<file path="src/rtl/mul_sched.sv">
// mul_sched: sequencer for a single MUL stage.
//
// Takes a job descriptor (iterations x reads-per-iteration), issues a
// one-cycle configure pulse to the MUL, feeds it one weight per iteration
// from a small local FIFO, and gates the MUL avail so the MUL weight register
// can only change between iterations. A one-cycle done pulse ends each job.
//
// Ports:
//   clk, rst                 clock, synchronous active-low reset
//   job_valid_in/avail_out   job handshake (accepted in IDLE only)
//   job_num_iters_in/reads   job descriptor counts
//   w_data_in/valid_in       weight stream into the local FIFO
//   w_avail_out              FIFO can take a weight this cycle
//   mul_configure_out        one-cycle configure pulse to MUL
//   mul_num_iters/reads_out  counts of the current job
//   mul_weight_data/valid    weight load strobe to MUL
//   mul_op_in                MUL performed a read this cycle
//   out_avail_in             downstream avail
//   mul_avail_out            gated avail to MUL
//   busy_out, done_out       job status
//   stall_cycles_out         stall counter (only with MUL_SCHED_PERF_EN)
//
// Handshakes: a transfer happens on a rising clk edge where the sender's
// valid and the receiver's avail are both high; valid never waits on avail.
//
// Build option: define MUL_SCHED_PERF_EN to include the stall counter;
// otherwise stall_cycles_out is tied to zero.
module mul_sched #(
  parameter int DATA_WIDTH             = 8,
  parameter int LOG_MAX_ITERS          = 16,
  parameter int LOG_MAX_READS_PER_ITER = 16,
  parameter int WBUF_SLOTS             = 4,
  parameter int LOG_WBUF_SLOTS         = 2
) (
  input  logic                              clk,
  input  logic                              rst,
  input  logic                              job_valid_in,
  output logic                              job_avail_out,
  input  logic [LOG_MAX_ITERS-1:0]          job_num_iters_in,
  input  logic [LOG_MAX_READS_PER_ITER-1:0] job_num_reads_in,
  input  logic [DATA_WIDTH-1:0]             w_data_in,
  input  logic                              w_valid_in,
  output logic                              w_avail_out,
  output logic                              mul_configure_out,
  output logic [LOG_MAX_ITERS-1:0]          mul_num_iters_out,
  output logic [LOG_MAX_READS_PER_ITER-1:0] mul_num_reads_out,
  output logic [DATA_WIDTH-1:0]             mul_weight_data_out,
  output logic                              mul_weight_valid_out,
  input  logic                              mul_op_in,
  input  logic                              out_avail_in,
  output logic                              mul_avail_out,
  output logic                              busy_out,
  output logic                              done_out,
  output logic [31:0]                       stall_cycles_out
);

  localparam logic [2:0] S_IDLE   = 3'd0;
  localparam logic [2:0] S_CONFIG = 3'd1;
  localparam logic [2:0] S_WAIT_W = 3'd2;
  localparam logic [2:0] S_LOAD_W = 3'd3;
  localparam logic [2:0] S_RUN    = 3'd4;
  localparam logic [2:0] S_DONE   = 3'd5;

  localparam logic [LOG_MAX_ITERS-1:0]          ITERS_ONE = {{(LOG_MAX_ITERS-1){1'b0}}, 1'b1};
  localparam logic [LOG_MAX_READS_PER_ITER-1:0] READS_ONE = {{(LOG_MAX_READS_PER_ITER-1){1'b0}}, 1'b1};
  localparam logic [LOG_WBUF_SLOTS:0]           CNT_ONE   = {{LOG_WBUF_SLOTS{1'b0}}, 1'b1};
  localparam logic [LOG_WBUF_SLOTS:0]           CNT_FULL  = (LOG_WBUF_SLOTS+1)'(WBUF_SLOTS);
  localparam logic [LOG_WBUF_SLOTS-1:0]         PTR_ONE   = {{(LOG_WBUF_SLOTS-1){1'b0}}, 1'b1};

  logic [2:0]                        r_state;
  logic [LOG_MAX_ITERS-1:0]          r_num_iters;
  logic [LOG_MAX_READS_PER_ITER-1:0] r_num_reads;
  logic [LOG_MAX_ITERS-1:0]          r_iters_left;
  logic [LOG_MAX_READS_PER_ITER-1:0] r_reads_left;

  logic [DATA_WIDTH-1:0]     r_wbuf [WBUF_SLOTS];
  logic [LOG_WBUF_SLOTS-1:0] r_wr_ptr;
  logic [LOG_WBUF_SLOTS-1:0] r_rd_ptr;
  logic [LOG_WBUF_SLOTS:0]   r_count;

  logic w_pop;
  logic w_push;
  logic w_empty;
  logic w_full;

  assign w_pop   = (r_state == S_LOAD_W);
  assign w_empty = (r_count == '0);
  assign w_full  = (r_count == CNT_FULL);
  // The pop in LOAD_W frees a slot in the same cycle, so a full FIFO may
  // still take a weight then (push and pop together leave the count at full).
  assign w_avail_out = !w_full || w_pop;
  assign w_push      = w_valid_in && w_avail_out;

  assign job_avail_out        = (r_state == S_IDLE);
  assign busy_out             = (r_state != S_IDLE);
  assign mul_configure_out    = (r_state == S_CONFIG);
  assign done_out             = (r_state == S_DONE);
  assign mul_weight_valid_out = w_pop;
  assign mul_weight_data_out  = w_pop ? r_wbuf[r_rd_ptr] : '0;
  // Avail only in RUN: it drops the cycle after the last op of an
  // iteration, so the MUL cannot read across a weight change.
  assign mul_avail_out        = (r_state == S_RUN) && out_avail_in;
  assign mul_num_iters_out    = r_num_iters;
  assign mul_num_reads_out    = r_num_reads;

  always_ff @(posedge clk) begin
    if (!rst) begin
      r_state      <= S_IDLE;
      r_num_iters  <= '0;
      r_num_reads  <= '0;
      r_iters_left <= '0;
      r_reads_left <= '0;
    end else begin
      case (r_state)
        S_IDLE: begin
          if (job_valid_in) begin
            r_num_iters <= job_num_iters_in;
            r_num_reads <= job_num_reads_in;
            if (job_num_iters_in == '0 || job_num_reads_in == '0) r_state <= S_DONE;
            else                                                  r_state <= S_CONFIG;
          end
        end
        S_CONFIG: begin
          r_iters_left <= r_num_iters;
          r_reads_left <= r_num_reads;
          r_state      <= w_empty ? S_WAIT_W : S_LOAD_W;
        end
        S_WAIT_W: begin
          if (!w_empty) r_state <= S_LOAD_W;
        end
        S_LOAD_W: begin
          r_state <= S_RUN;
        end
        S_RUN: begin
          if (mul_op_in) begin
            if (r_reads_left == READS_ONE) begin
              if (r_iters_left == ITERS_ONE) begin
                r_state <= S_DONE;
              end else begin
                r_iters_left <= r_iters_left - ITERS_ONE;
                r_reads_left <= r_num_reads;
                r_state      <= w_empty ? S_WAIT_W : S_LOAD_W;
              end
            end else begin
              r_reads_left <= r_reads_left - READS_ONE;
            end
          end
        end
        S_DONE: begin
          r_state <= S_IDLE;
        end
        default: begin
          r_state <= S_IDLE;
        end
      endcase
    end
  end

  // Weight FIFO pointers and occupancy.
  always_ff @(posedge clk) begin
    if (!rst) begin
      r_wr_ptr <= '0;
      r_rd_ptr <= '0;
      r_count  <= '0;
    end else begin
      if (w_push) r_wr_ptr <= r_wr_ptr + PTR_ONE;
      if (w_pop)  r_rd_ptr <= r_rd_ptr + PTR_ONE;
      case ({w_push, w_pop})
        2'b10:   r_count <= r_count + CNT_ONE;
        2'b01:   r_count <= r_count - CNT_ONE;
        default: r_count <= r_count;
      endcase
    end
  end

  // Storage needs no reset; occupancy alone decides what is valid.
  always_ff @(posedge clk) begin
    if (w_push) r_wbuf[r_wr_ptr] <= w_data_in;
  end

`ifdef MUL_SCHED_PERF_EN
  logic [31:0] r_stall;

  always_ff @(posedge clk) begin
    if (!rst) begin
      r_stall <= '0;
    end else if (r_state == S_IDLE && job_valid_in) begin
      r_stall <= '0;
    end else if ((r_state == S_WAIT_W || (r_state == S_RUN && !out_avail_in)) &&
                 r_stall != 32'hFFFF_FFFF) begin
      r_stall <= r_stall + 32'd1;
    end
  end

  assign stall_cycles_out = r_stall;
`else
  assign stall_cycles_out = '0;
`endif

endmodule

</file>
<file path="config.mk">
export PLATFORM = sky130hd
export DESIGN_NAME = mul_sched
export DESIGN_NICKNAME = d
export VERILOG_FILES = /design/src/rtl/mul_sched.sv
export SDC_FILE = /design/constraint.sdc
export NUM_CORES = 1
export LEC_CHECK = 0
export CAP_MARGIN = 20
export CORE_MARGIN = 5
export CORE_UTILIZATION = 31
export CTS_BUF_LIST = sky130_fd_sc_hd__clkbuf_16
export CTS_CLUSTER_DIAMETER = 100
export DETAILED_ROUTE_END_ITERATION = 12
export SYNTH_ARGS = -nofsm -noshare
export SYNTH_HDL_FRONTEND = slang
export SYNTH_SLANG_ARGS = --single-unit
</file>
<file path="constraint.sdc">
create_clock -name clk -period 2.75 [get_ports clk]
set_input_delay 0.55 -clock clk [delete_from_list [all_inputs] [get_ports clk]]
set_output_delay 0.55 -clock clk [all_outputs]
set_load 0.02 [all_outputs]
</file>
==> impl_results.md <==
- Result of the run: completed
- Startpoint types: register
- Hold crit path type: reg2reg
- Antenna violations before repair: 0
- Seq/Total Area, Yosys: 0.463
- Max cap viols: 0
- Layout area overhead: 25.8%
- Worst Path Buf+Inv: 2
- Fmax: 380 MHz
- Largest area contributor in the netlist: dfxtp_1
- Final Hold Viols: 0
- CTS Buffer Depth: 2
- Setup TNS: 0 ps
- WL final: 13,200 µm
- Leakage: 2.45 nW
- DRC viols: 0
- Ys flop type: dfxtp_1
- First-pass GRT wire length: 21,300 µm
- Die Y: 141 µm
- Routability cong.: 0.804
- Post-DP Area: 6440 µm²
- H-tree Lvls: 3
- Max Clock Skew: 9.37 ps
- Full die area: 20,000 µm²
- Req. time, crit path: 2200 ps
- I/O pins: 125
- Kind of cell adding the most delay to the critical path: buffers and inverters
- CTS buffer count: 9
- Core area: 17,100 µm²
- DRT Pass-1 Iters: 4
- Vias in the first global route: 4,207
- RSZ-0062 raised after global routing: no
- DIE WIDTH: 141 µm
- Seq cells post-synth: 108
- Hold slack: 476 ps
- Antenna Cells: 0
- Yosys Warn Count: 0
- Nets@finish: 748
- Post-route cell area: 6740 µm²
- Worst-margin pin slew: 994 ps
- Initial Util: 0.313
- WL/cell: 14.3 µm
- Arrival time worst endpoint: 2080 ps
- Power consumption: 4.23 mW
- Placed Instances: 906
- CTS root buf: clkbuf_16
- Iter 0 DRT Violations: 259
- Min cycle time layout: 2630 ps
- Hold-fix buffers, CTS: 0
- Pre-CTS WS: 86.8 ps
- Tcrit/Tclk final: 0.957
- Grt ovf: 0
- Worst rel slew slack: 0.338
- Via count: 4,425
- Row cnt: 48
- Clock transition at path regs: 80 ps
- Setup ws final: 119 ps
- Setup violations, final: 0
- Synthesized area: 5360 µm²
- Clock sink total: 108
- Most common cell in the synthesized netlist: nand2_1
- DRT antenna net count: 0
- Synth top area cells: dfxtp_1 (28%), edfxtp_1 (18%), nand2_1 (7.9%)
- Pin count of the biggest net entering global routing: 40
- CP max stage cell: clkdlybuf4s50_1
- Gr usage total: 0.130
- Worst-Skew Late Latency: 350 ps
- Netlist cell types: 61
- Final Util: 0.394
- Layout Cells excl Fill: 922
- CP max stage delay: 530 ps
- Post-Syn Area per Cell: 8.83 µm²
- Vias/cell: 4.80
- Post-synth EDFFs: 32
- Synth top area share: 0.284
- Synth Instances: 607
- Port Buffers: 92
- CP Capture Type: output pin
- Synth top cells by count: nand2_1 (113), a21oi_1 (78), dfxtp_1 (76)
- Hpwl dp: 9520 µm
- CP Cell Sequence: buf_4 > mux4_2 > and2_1 > clkdlybuf4s50_1
- Max IR drop VDD: 0.407 mV
- Share of cells above drive strength 1: 0.0832
- Power per Cell Area: 627 nW/µm²
- Critical path class: reg2out
- Critical path peak fanout: 8
- TritonCTS clock tree: yes
- Async set-or-reset flop fraction in the synthesized netlist: 0
- Fin. max-slew vios: 0
==> worst reg2reg max path, cell delays in order, from the launching register on <==
cell	delay, ps
dfxtp_1	350
inv_2	40
and3_1	180
or4b_4	520
and2_4	190
inv_1	70
ha_2	190
inv_1	50
fa_1	370
xor2_1	160
or3_1	300
a21oi_1	140
==> metal layers <==
metal	vias up	share of wire	routed length [µm]	global-route usage
li1	2257	-	-	-
met1	2043	0.48	6320	0.178
met2	116	0.44	5750	0.199
met3	9	0.074	980	0.0428
met4	0	0.0093	123	0.0343
met5	-	0	0	0
==> path summary, 6_finish.rpt <==
| kind | cells after the start | endpoint | slack [ps] | startpoint |
|---|---|---|---|---|
| min | 2 | r_iters_left[11]$_SDFFE_PN0P_ | 480 | r_iters_left[11]$_SDFFE_PN0P_ |
| max reg2reg | 11 | r_count[2]$_SDFFE_PN0P_ | 120 | r_state[2]$_SDFFE_PN0P_ |
| max | 4 | mul_weight_data_out[6] | 120 | register |
| min reg2reg | 2 | r_iters_left[11]$_SDFFE_PN0P_ | 480 | r_iters_left[11]$_SDFFE_PN0P_ |
==> cell type report <==
type,instances,area (µm²)
repair buffers,111,1080
multi-input cells,445,2540
flip-flops and latches,108,2480
fillers,1770,10400
clock buffers,9,225
inverters,17,63.8
clock inverters,7,67.6
well taps,225,282
==> power by group <==
group | switching [mW] | total, mW | internal [mW]
clock | 0.645 | 1.28 | 0.638
sequential | 0.0925 | 1.85 | 1.75
combinational | 0.652 | 1.10 | 0.444
==> cell usage in the layout, fill, tap and decap left out, types with 3 or more instances in the layout <==
cell,count
and2_1,12
or3_1,7
inv_1,15
a21oi_1,78
clkdlybuf4s50_1,91
nand4_1,4
nand2_1,113
mux4_2,8
clkbuf_16,9
xor2_1,3
o22ai_1,4
dfxtp_1,76
o211ai_1,9
o32ai_1,4
o31ai_1,5
nor4_1,12
a21o_1,3
nand3_1,10
conb_1,32
buf_4,18
o31a_1,4
ha_1,8
o21ai_1,4
a31oi_1,3
nor3_1,19
nor2_1,36
edfxtp_1,32
o21ai_0,22
and3_1,5
==> cell families (layout without fill, tap and decap cells) <==
family / after synthesis / count (layout) / share of synthesized area
AND/OR/NAND/NOR: 235 / 235 / 0.207
AO/OA/AOI/OAI: 154 / 154 / 0.175
flip-flops: 108 / 108 / 0.463
buffers and inverters: 85 / 144 / 0.0862
adder cells (fa/ha/maj): 10 / 10 / 0.0247
multiplexers: 9 / 9 / 0.0355
XOR/XNOR: 5 / 5 / 0.00817
other: 1 / 32 / 0.000700
==> what timing repair did <==
item | CTS | global route
setup buffers | 0 | 0
endpoints found under the hold margin | 0 | 0
endpoints found under the setup margin | 0 | 2
gates resized for setup | 0 | 3
==> registers in the layout, indices dropped and copies added, names as in the netlist, named ones only <==
name,cells
r_state,3
mul_num_iters_out,16
r_count,3
r_iters_left,16
r_wr_ptr,2
r_reads_left,16
mul_num_reads_out,16
r_wbuf,32
r_rd_ptr,2
(Power assumes the default switching activity.)
